## src/rtl/cache_ri.sv

```systemverilog
// Refill/IO engine behind the cache front end: burst line refills into the data/tag RAMs
// and single uncached bus transfers, both acknowledged with a one-cycle cmd_ready pulse.
module cache_ri #(
  parameter int SIZE            = 8192,
  parameter int DATA_ADDR_WIDTH = $clog2(SIZE / 16),
  parameter int TAG_ADDR_WIDTH  = 32 - (DATA_ADDR_WIDTH + 2)
) (
  input  logic                         clk,
  input  logic                         rest,
  input  logic [3:0]                   cmd,
  input  logic                         cmd_valid,
  output logic                         cmd_ready,
  input  logic [31:0]                  req_address,
  input  logic [3:0]                   req_byteEnable,
  input  logic                         req_read,
  input  logic                         req_write,
  input  logic [31:0]                  req_writeData,
  input  logic [1:0]                   fill_way,
  output logic [31:0]                  rsp_readData,
  output logic                         rsp_readDataValid,
  output logic [31:0]                  m1_address,
  output logic [3:0]                   m1_byteEnable,
  output logic                         m1_read,
  output logic                         m1_write,
  output logic [31:0]                  m1_writeData,
  output logic [2:0]                   m1_burstCount,
  input  logic                         m1_waitRequest,
  input  logic [31:0]                  m1_readData,
  input  logic                         m1_readDataValid,
  output logic [DATA_ADDR_WIDTH-1:0]   data_wAddr,
  output logic [1:0]                   data_wWay,
  output logic [31:0]                  data_wData,
  output logic                         data_wEn,
  output logic [3:0]                   data_wByteEn,
  output logic [DATA_ADDR_WIDTH-3:0]   tag_wAddr,
  output logic [1:0]                   tag_wWay,
  output logic [31:0]                  tag_wData,
  output logic                         tag_wEn
);

  typedef enum logic [2:0] {IDLE, RB_REQ, RB_DATA, TAG_WR, IO_REQ, IO_WAIT, DONE} stateT;

  localparam logic [3:0] CMD_RB   = 4'h1;
  localparam logic [3:0] CMD_IORW = 4'h2;

  stateT       state, stateNext;
  logic [1:0]  beat;
  logic [3:0]  cmdQ;
  logic [31:0] addrQ;
  logic [3:0]  byteEnQ;
  logic        readQ;
  logic        writeQ;
  logic [31:0] writeDataQ;
  logic [1:0]  wayQ;
  logic [31:0] rspData;
  logic [31:0] mergeData;
  logic        criticalBeat;

  assign criticalBeat = (beat == addrQ[3:2]);
  assign rsp_readData = rspData;

  always_ff @(posedge clk) begin
    if (rest) begin
      state      <= IDLE;
      beat       <= '0;
      cmdQ       <= '0;
      addrQ      <= '0;
      byteEnQ    <= '0;
      readQ      <= 1'b0;
      writeQ     <= 1'b0;
      writeDataQ <= '0;
      wayQ       <= '0;
      rspData    <= '0;
    end else begin
      state <= stateNext;
      if (state == IDLE && cmd_valid) begin
        cmdQ       <= cmd;
        addrQ      <= req_address;
        byteEnQ    <= req_byteEnable;
        readQ      <= req_read;
        writeQ     <= req_write;
        writeDataQ <= req_writeData;
        wayQ       <= fill_way;
      end
      if (state == RB_REQ) begin
        beat <= '0;
      end
      // The requester's word is captured as it streams past, whatever its position in the burst
      if (state == RB_DATA && m1_readDataValid) begin
        beat <= beat + 2'd1;
        if (readQ && criticalBeat) begin
          rspData <= m1_readData;
        end
      end
      if (state == IO_WAIT && m1_readDataValid) begin
        rspData <= m1_readData;
      end
    end
  end

  always_comb begin
    mergeData = m1_readData;
    for (int i = 0; i < 4; i++) begin
      if (byteEnQ[i]) begin
        mergeData[8*i +: 8] = writeDataQ[8*i +: 8];
      end
    end
  end

  always_comb begin
    stateNext         = state;
    cmd_ready         = 1'b0;
    rsp_readDataValid = 1'b0;
    m1_address        = '0;
    m1_byteEnable     = '0;
    m1_read           = 1'b0;
    m1_write          = 1'b0;
    m1_writeData      = '0;
    m1_burstCount     = '0;
    data_wAddr        = '0;
    data_wWay         = '0;
    data_wData        = '0;
    data_wEn          = 1'b0;
    data_wByteEn      = '0;
    tag_wAddr         = '0;
    tag_wWay          = '0;
    tag_wData         = '0;
    tag_wEn           = 1'b0;
    case (state)
      IDLE: begin
        if (cmd_valid) begin
          case (cmd)
            CMD_RB:   stateNext = RB_REQ;
            CMD_IORW: stateNext = IO_REQ;
            default:  stateNext = DONE;
          endcase
        end
      end
      RB_REQ: begin
        m1_read       = 1'b1;
        m1_address    = {addrQ[31:4], 4'h0};
        m1_burstCount = 3'd4;
        m1_byteEnable = 4'hF;
        if (!m1_waitRequest) begin
          stateNext = RB_DATA;
        end
      end
      RB_DATA: begin
        if (m1_readDataValid) begin
          data_wEn     = 1'b1;
          data_wAddr   = {addrQ[DATA_ADDR_WIDTH+1:4], beat};
          data_wWay    = wayQ;
          data_wByteEn = 4'hF;
          data_wData   = (writeQ && criticalBeat) ? mergeData : m1_readData;
          if (beat == 2'd3) begin
            stateNext = TAG_WR;
          end
        end
      end
      TAG_WR: begin
        tag_wEn                          = 1'b1;
        tag_wAddr                        = addrQ[DATA_ADDR_WIDTH+1:4];
        tag_wWay                         = wayQ;
        tag_wData[TAG_ADDR_WIDTH]        = 1'b1;
        tag_wData[TAG_ADDR_WIDTH-1:0]    = addrQ[31:DATA_ADDR_WIDTH+2];
        stateNext                        = DONE;
      end
      IO_REQ: begin
        // A request with neither read nor write set completes without touching the bus
        if (!readQ && !writeQ) begin
          stateNext = DONE;
        end else begin
          m1_address    = addrQ;
          m1_byteEnable = byteEnQ;
          m1_burstCount = 3'd1;
          m1_read       = readQ;
          m1_write      = writeQ;
          m1_writeData  = writeDataQ;
          if (!m1_waitRequest) begin
            stateNext = readQ ? IO_WAIT : DONE;
          end
        end
      end
      IO_WAIT: begin
        if (m1_readDataValid) begin
          stateNext = DONE;
        end
      end
      DONE: begin
        cmd_ready         = 1'b1;
        rsp_readDataValid = readQ && (cmdQ == CMD_RB || cmdQ == CMD_IORW);
        stateNext         = IDLE;
      end
      default: stateNext = IDLE;
    endcase
  end

endmodule

```

## config.mk

```make
export PLATFORM = sky130hd
export DESIGN_NAME = cache_ri
export DESIGN_NICKNAME = d
export VERILOG_FILES = /design/src/rtl/cache_ri.sv
export SDC_FILE = /design/constraint.sdc
export NUM_CORES = 1
export LEC_CHECK = 0
export CAP_MARGIN = 20
export CORE_MARGIN = 4
export CORE_UTILIZATION = 43
export DETAILED_ROUTE_END_ITERATION = 8
export MAX_ROUTING_LAYER = met4
export PLACE_DENSITY = 0.84
export SLEW_MARGIN = 20
export SYNTH_ARGS = -nofsm -noshare
export SYNTH_HDL_FRONTEND = slang
export SYNTH_SLANG_ARGS = --single-unit
```

## constraint.sdc

```tcl
create_clock -name clk -period 3.8 [get_ports clk]
set_clock_uncertainty 0.2 [all_clocks]
set_input_delay 0.76 -clock clk [delete_from_list [all_inputs] [get_ports clk]]
set_output_delay 0.76 -clock clk [all_outputs]
set_load 0.05 [all_outputs]
```

==> results.txt, run 1 <==
- In this design, the stage delay of the slowest critical-path cell is 580 ps.
* Skew-Pair Late Insertion Delay: a little over 400 ps
- Maxcap violations: 0
- Dividing the detail-routed wire length by the instance count gives a little under 20 um.
- Summing internal, switching and leakage power gives roughly 5.6 mW.
- Count of cells along the worst hold path: 2
- Wires add up to 24,100 um.
* Crit path max fanout: 51
- The hold violation count in the final report is 0.
- Number of global-route vias before repair: 6,433
* Switching power summed over all nets: 2.303 mW
- Initial antenna violation count: 1
- After clock tree synthesis, the repair step resized 0 gates.
* Cell depth of the worst flop-to-flop path: 5
- Clock tree synthesis found a total of 113 sinks.
- Internal power comes to 3.285 mW.
* Unrepaired setup endpoints after global routing: false
- Avg Cell Area, Syn: 7.625 sq um
* CP startpoint kind: primary input
- Total via count after detailed routing: 6,529
- Worst min-delay path endpoint: addrQ[0]
- After clock tree synthesis, the flow added hold-fix buffers numbering 0.
- For this run, asynchronously set or reset flops after synthesis account for 0%.
- Number of failing setup endpoints in the final timing report: 0
- Fraction of the mapped netlist area in adder cells: less than 1%
* Final net count: about 1,200
* Share of layout cells above drive strength 1: 19.25%
* Capturing element type of the critical path: primary output
- Most area-hungry cell type in the Yosys netlist: sky130_fd_sc_hd__dfxtp_1
* Relative contribution of combinational cells to total power: 46.0%
* Leakage power total: between 4 and 5 nW
- The endpoint identified for the worst register-to-register timing path is rsp_readData[4].
- Initial core utilization: 44.61%
* Critical path's most frequent cell: sky130_fd_sc_hd__buf_12
- In the synthesized netlist the dominant register cell turns out to be sky130_fd_sc_hd__dfxtp_1.
- Ranked by instance count, the synthesized netlist is headed by 189 x sky130_fd_sc_hd__nand2_1, 113 x sky130_fd_sc_hd__dfxtp_1, 82 x sky130_fd_sc_hd__a21oi_1.
* Hold Crit Start: addrQ[0]
- Distinct cell type count of the synthesized netlist: 46
- Min-delay worst type: reg2reg
- For the worst setup path, the data required time is 2840 ps.
- Cell area after synthesis: 0.006001 sq mm
- Average via count per standard cell: 5.278
* Cell types with the largest area share after synthesis: sky130_fd_sc_hd__dfxtp_1 38%, sky130_fd_sc_hd__nand2_1 12%, sky130_fd_sc_hd__and2_1 8.1%
- Parity-gate share of the synthesized area counting xor and xnor cells: 0.8340%
- Measured against its own limit, the worst slew margin works out to 30.29%.
- Critical setup path kind: in2out
- For the pin with the worst max-slew slack, the measured transition is 1042 ps.
- Total core area: 0.01345 sq mm
- 310 I/O pins were placed.
- Slowest-stage cell, CP: sky130_fd_sc_hd__clkdlybuf4s50_1
* Simple-gate share of the synthesized area: 36.45%
- The worst-case IR drop observed on VDD is 0.4755 mV.
- The layout has 821 filler cells.
* Clock transition at the register clock pins on the worst setup and hold paths after CTS: 50 ps
* Total overflow reported by the global router: 0
- The root buffer cell chosen for the clock tree is sky130_fd_sc_hd__clkbuf_16.
- In this run the vertical extent of the chip is 126.1 um.
- In the synthesized netlist, the number of instances is 787.
* Power per Cell Area: 511.3 mW/mm^2
- Setup slack on the worst reg-to-reg path comes out at 1120 ps.
- Cell with the most instances after synthesis: sky130_fd_sc_hd__nand2_1
- For the final routed database, the setup TNS stands at 0 ps.
- Relative contribution of sequential cells to total power: between 20 and 30%
- Share of the clock period used by the worst path: 96.65%
* Worst slack after detailed placement: 216.4 ps
- Net switching is approximately two fifths of the power.
* Post-CTS setup-driven buffer insertion count: 0
- The count of nets left with antenna violations once routing finished came out at 0.
* Post-synthesis sequential area ratio: 37.70%
- Max Freq: ~0.27 GHz
- Die area: 0.01591 sq mm
- Cell row count: 42
* Final critical-path setup slack: about 130 ps
- GRT Overall Usage: 29.97%
- STA puts the critical path data arrival time at roughly 2700 ps.
- Area of the multi-input gates: 0.003283 sq mm
- Hpwl dp: 17,890 um
- Cts bufs inserted: 17
- The final-report max-slew violation count was 0.
- The top cell type by area accounts for 37.70% of the synthesized area.
- The area growth from synthesis to layout is 82.13%.
- The flow ran to the end, and the final reports show no timing, DRC or antenna violations.
- Clock tree from TritonCTS: built
- Storage element area: 0.002262 sq mm
- The critical path goes through clkdlybuf4s50_1, nand4bb_1, inv_2, buf_12, nand2_1, o21ai_0, buf_12.
- DRC Markers: 0
- Proportion of synthesized area in mux cells: 5.525%
- Routability-driven placement finished with a final weighted congestion of 0.9698.
- The first global-routing pass estimated 36,560 um of wire.
- Die extent in x: around 130 um
- Counting along the longest clock path gives a buffer depth of 2.
- First-pass detailed-route iteration total: 5
* Number of warnings issued by yosys: 0
- The routed design could run at a clock period as short as 3673 ps.
* # H-tree levels: 4
* Buffers added on ports: 298
- Summing the areas of all compound-gate instances in the mapped netlist gives 10.95% of the synthesized area.
- Largest net degree at the start of global routing: 86
- Synthesis inferred 113 register bits.
- The startpoint identified for the worst register-to-register timing path is state[1].
- Proportion of power drawn by the clock network: between 20% and 30%
- Largest family of logic cells by synthesized area: simple AND/OR/NAND/NOR gates
- Number of enable-type register cells in the synthesized netlist: 0
* Initial DRC count: 495
## worst max-delay path: cells and delay by family
kind            cells  cell delay [ps]
buf+inv             4             1200
compound gates      1              390
simple gates        2              320
## flip-flops by register name, summed over array words and instances (netlist names)
register / cells
beat: 2
addrQ: 32
cmdQ: 4
byteEnQ: 4
writeDataQ: 32
wayQ: 2
rsp_readData: 32
readQ: 1
writeQ: 1
state: 3
## layout make-up
cell class	instances	share of cell area [%]
flip-flops and latches	113	20.70
clock buffers	24	4.408
clock inverters	7	0.3206
diodes	1	0.02290
repair buffers	312	42.43
well taps	176	2.015
inverters	2	0.06869
multi-input cells	602	30.04
## how the worst max path moves through the flow
stage | from | endpoint | slack (ps) | cells after the start
2_1_floorplan | m1_readDataValid | data_wData[10] | 390 | 5
3_3_place_gp | m1_readDataValid | data_wData[18] | 350 | 7
3_5_place_dp | m1_readDataValid | data_wData[26] | 220 | 7
4_1_cts | m1_readDataValid | data_wData[26] | 150 | 7
5_1_grt | m1_readDataValid | data_wData[26] | 30 | 7
6_report | m1_readDataValid | data_wData[22] | 130 | 7
## power groups by stage
stage               Combinational (mW)  Clock, mW  Sequential (mW)
finish                            2.57       1.41             1.61
global route                      2.73       1.47             1.64
CTS                               2.58       1.42             1.60
detailed placement                2.56          0             1.62
global placement                  2.51          0             1.61
floorplan                         1.55          0             1.59
## cells by family after synthesis
logic type / after synthesis
other cells: 1
simple gates: 428
fa+ha+maj: 1
xor+xnor: 4
compound gates: 125
buf+inv: 82
flops: 113
mux: 33
## routing by layer
layer | GRT usage, % | wire length [um] | share of wire, % | vias up
li1 | - | - | - | 3081
met5 | - | 0 | 0 | -
met1 | 34.01 | 9277 | 38 | 3103
met4 | 13.06 | 911 | 3.8 | 0
met3 | 6.562 | 1572 | 6.5 | 68
met2 | 50.83 | 12340 | 51 | 277
## cell usage in the layout (no fill, tap or decap), types with 2 or more instances in the layout
cell / n
sky130_fd_sc_hd__nand3_1: 34
sky130_fd_sc_hd__clkbuf_8: 3
sky130_fd_sc_hd__mux2i_1: 32
sky130_fd_sc_hd__conb_1: 11
sky130_fd_sc_hd__nor2_1: 7
sky130_fd_sc_hd__clkdlybuf4s50_1: 147
sky130_fd_sc_hd__nor2b_1: 3
sky130_fd_sc_hd__clkbuf_1: 4
sky130_fd_sc_hd__o21ai_0: 31
sky130_fd_sc_hd__nor4bb_1: 2
sky130_fd_sc_hd__a21o_1: 4
sky130_fd_sc_hd__clkbuf_16: 17
sky130_fd_sc_hd__buf_12: 154
sky130_fd_sc_hd__nand2_1: 188
sky130_fd_sc_hd__xnor2_2: 2
sky130_fd_sc_hd__nand3b_1: 2
sky130_fd_sc_hd__and2_1: 77
sky130_fd_sc_hd__and3_1: 31
sky130_fd_sc_hd__a21oi_1: 82
sky130_fd_sc_hd__nand2b_1: 65
sky130_fd_sc_hd__clkinv_2: 7
sky130_fd_sc_hd__buf_4: 11
sky130_fd_sc_hd__nand4_1: 6
sky130_fd_sc_hd__dfxtp_1: 113
sky130_fd_sc_hd__o21ai_1: 3
## metrics by stage
stage | instance area [sq um] | hold WS [ps] | std cells | utilization, %
after floorplan | 6038 | 231.7 | 797 | -
final | 10930 | 253.8 | 1237 | 81.24
after detailed placement | 10410 | 250.1 | 1205 | 77.38
after global routing | 10930 | 277.7 | 1237 | 81.24
after CTS | 10930 | 256.6 | 1236 | 81.22
after global placement | 10410 | 239.3 | 1205 | 77.38
Note: power is estimated with default switching activity, not from simulation.
==> inputs of run 2 (changes only) <==
Settings changed: ABC_CLOCK_PERIOD_IN_PS from default to 3800.
==> results of run 2 <==
The final DEF is identical to that of run 1; final timing and power are the same.
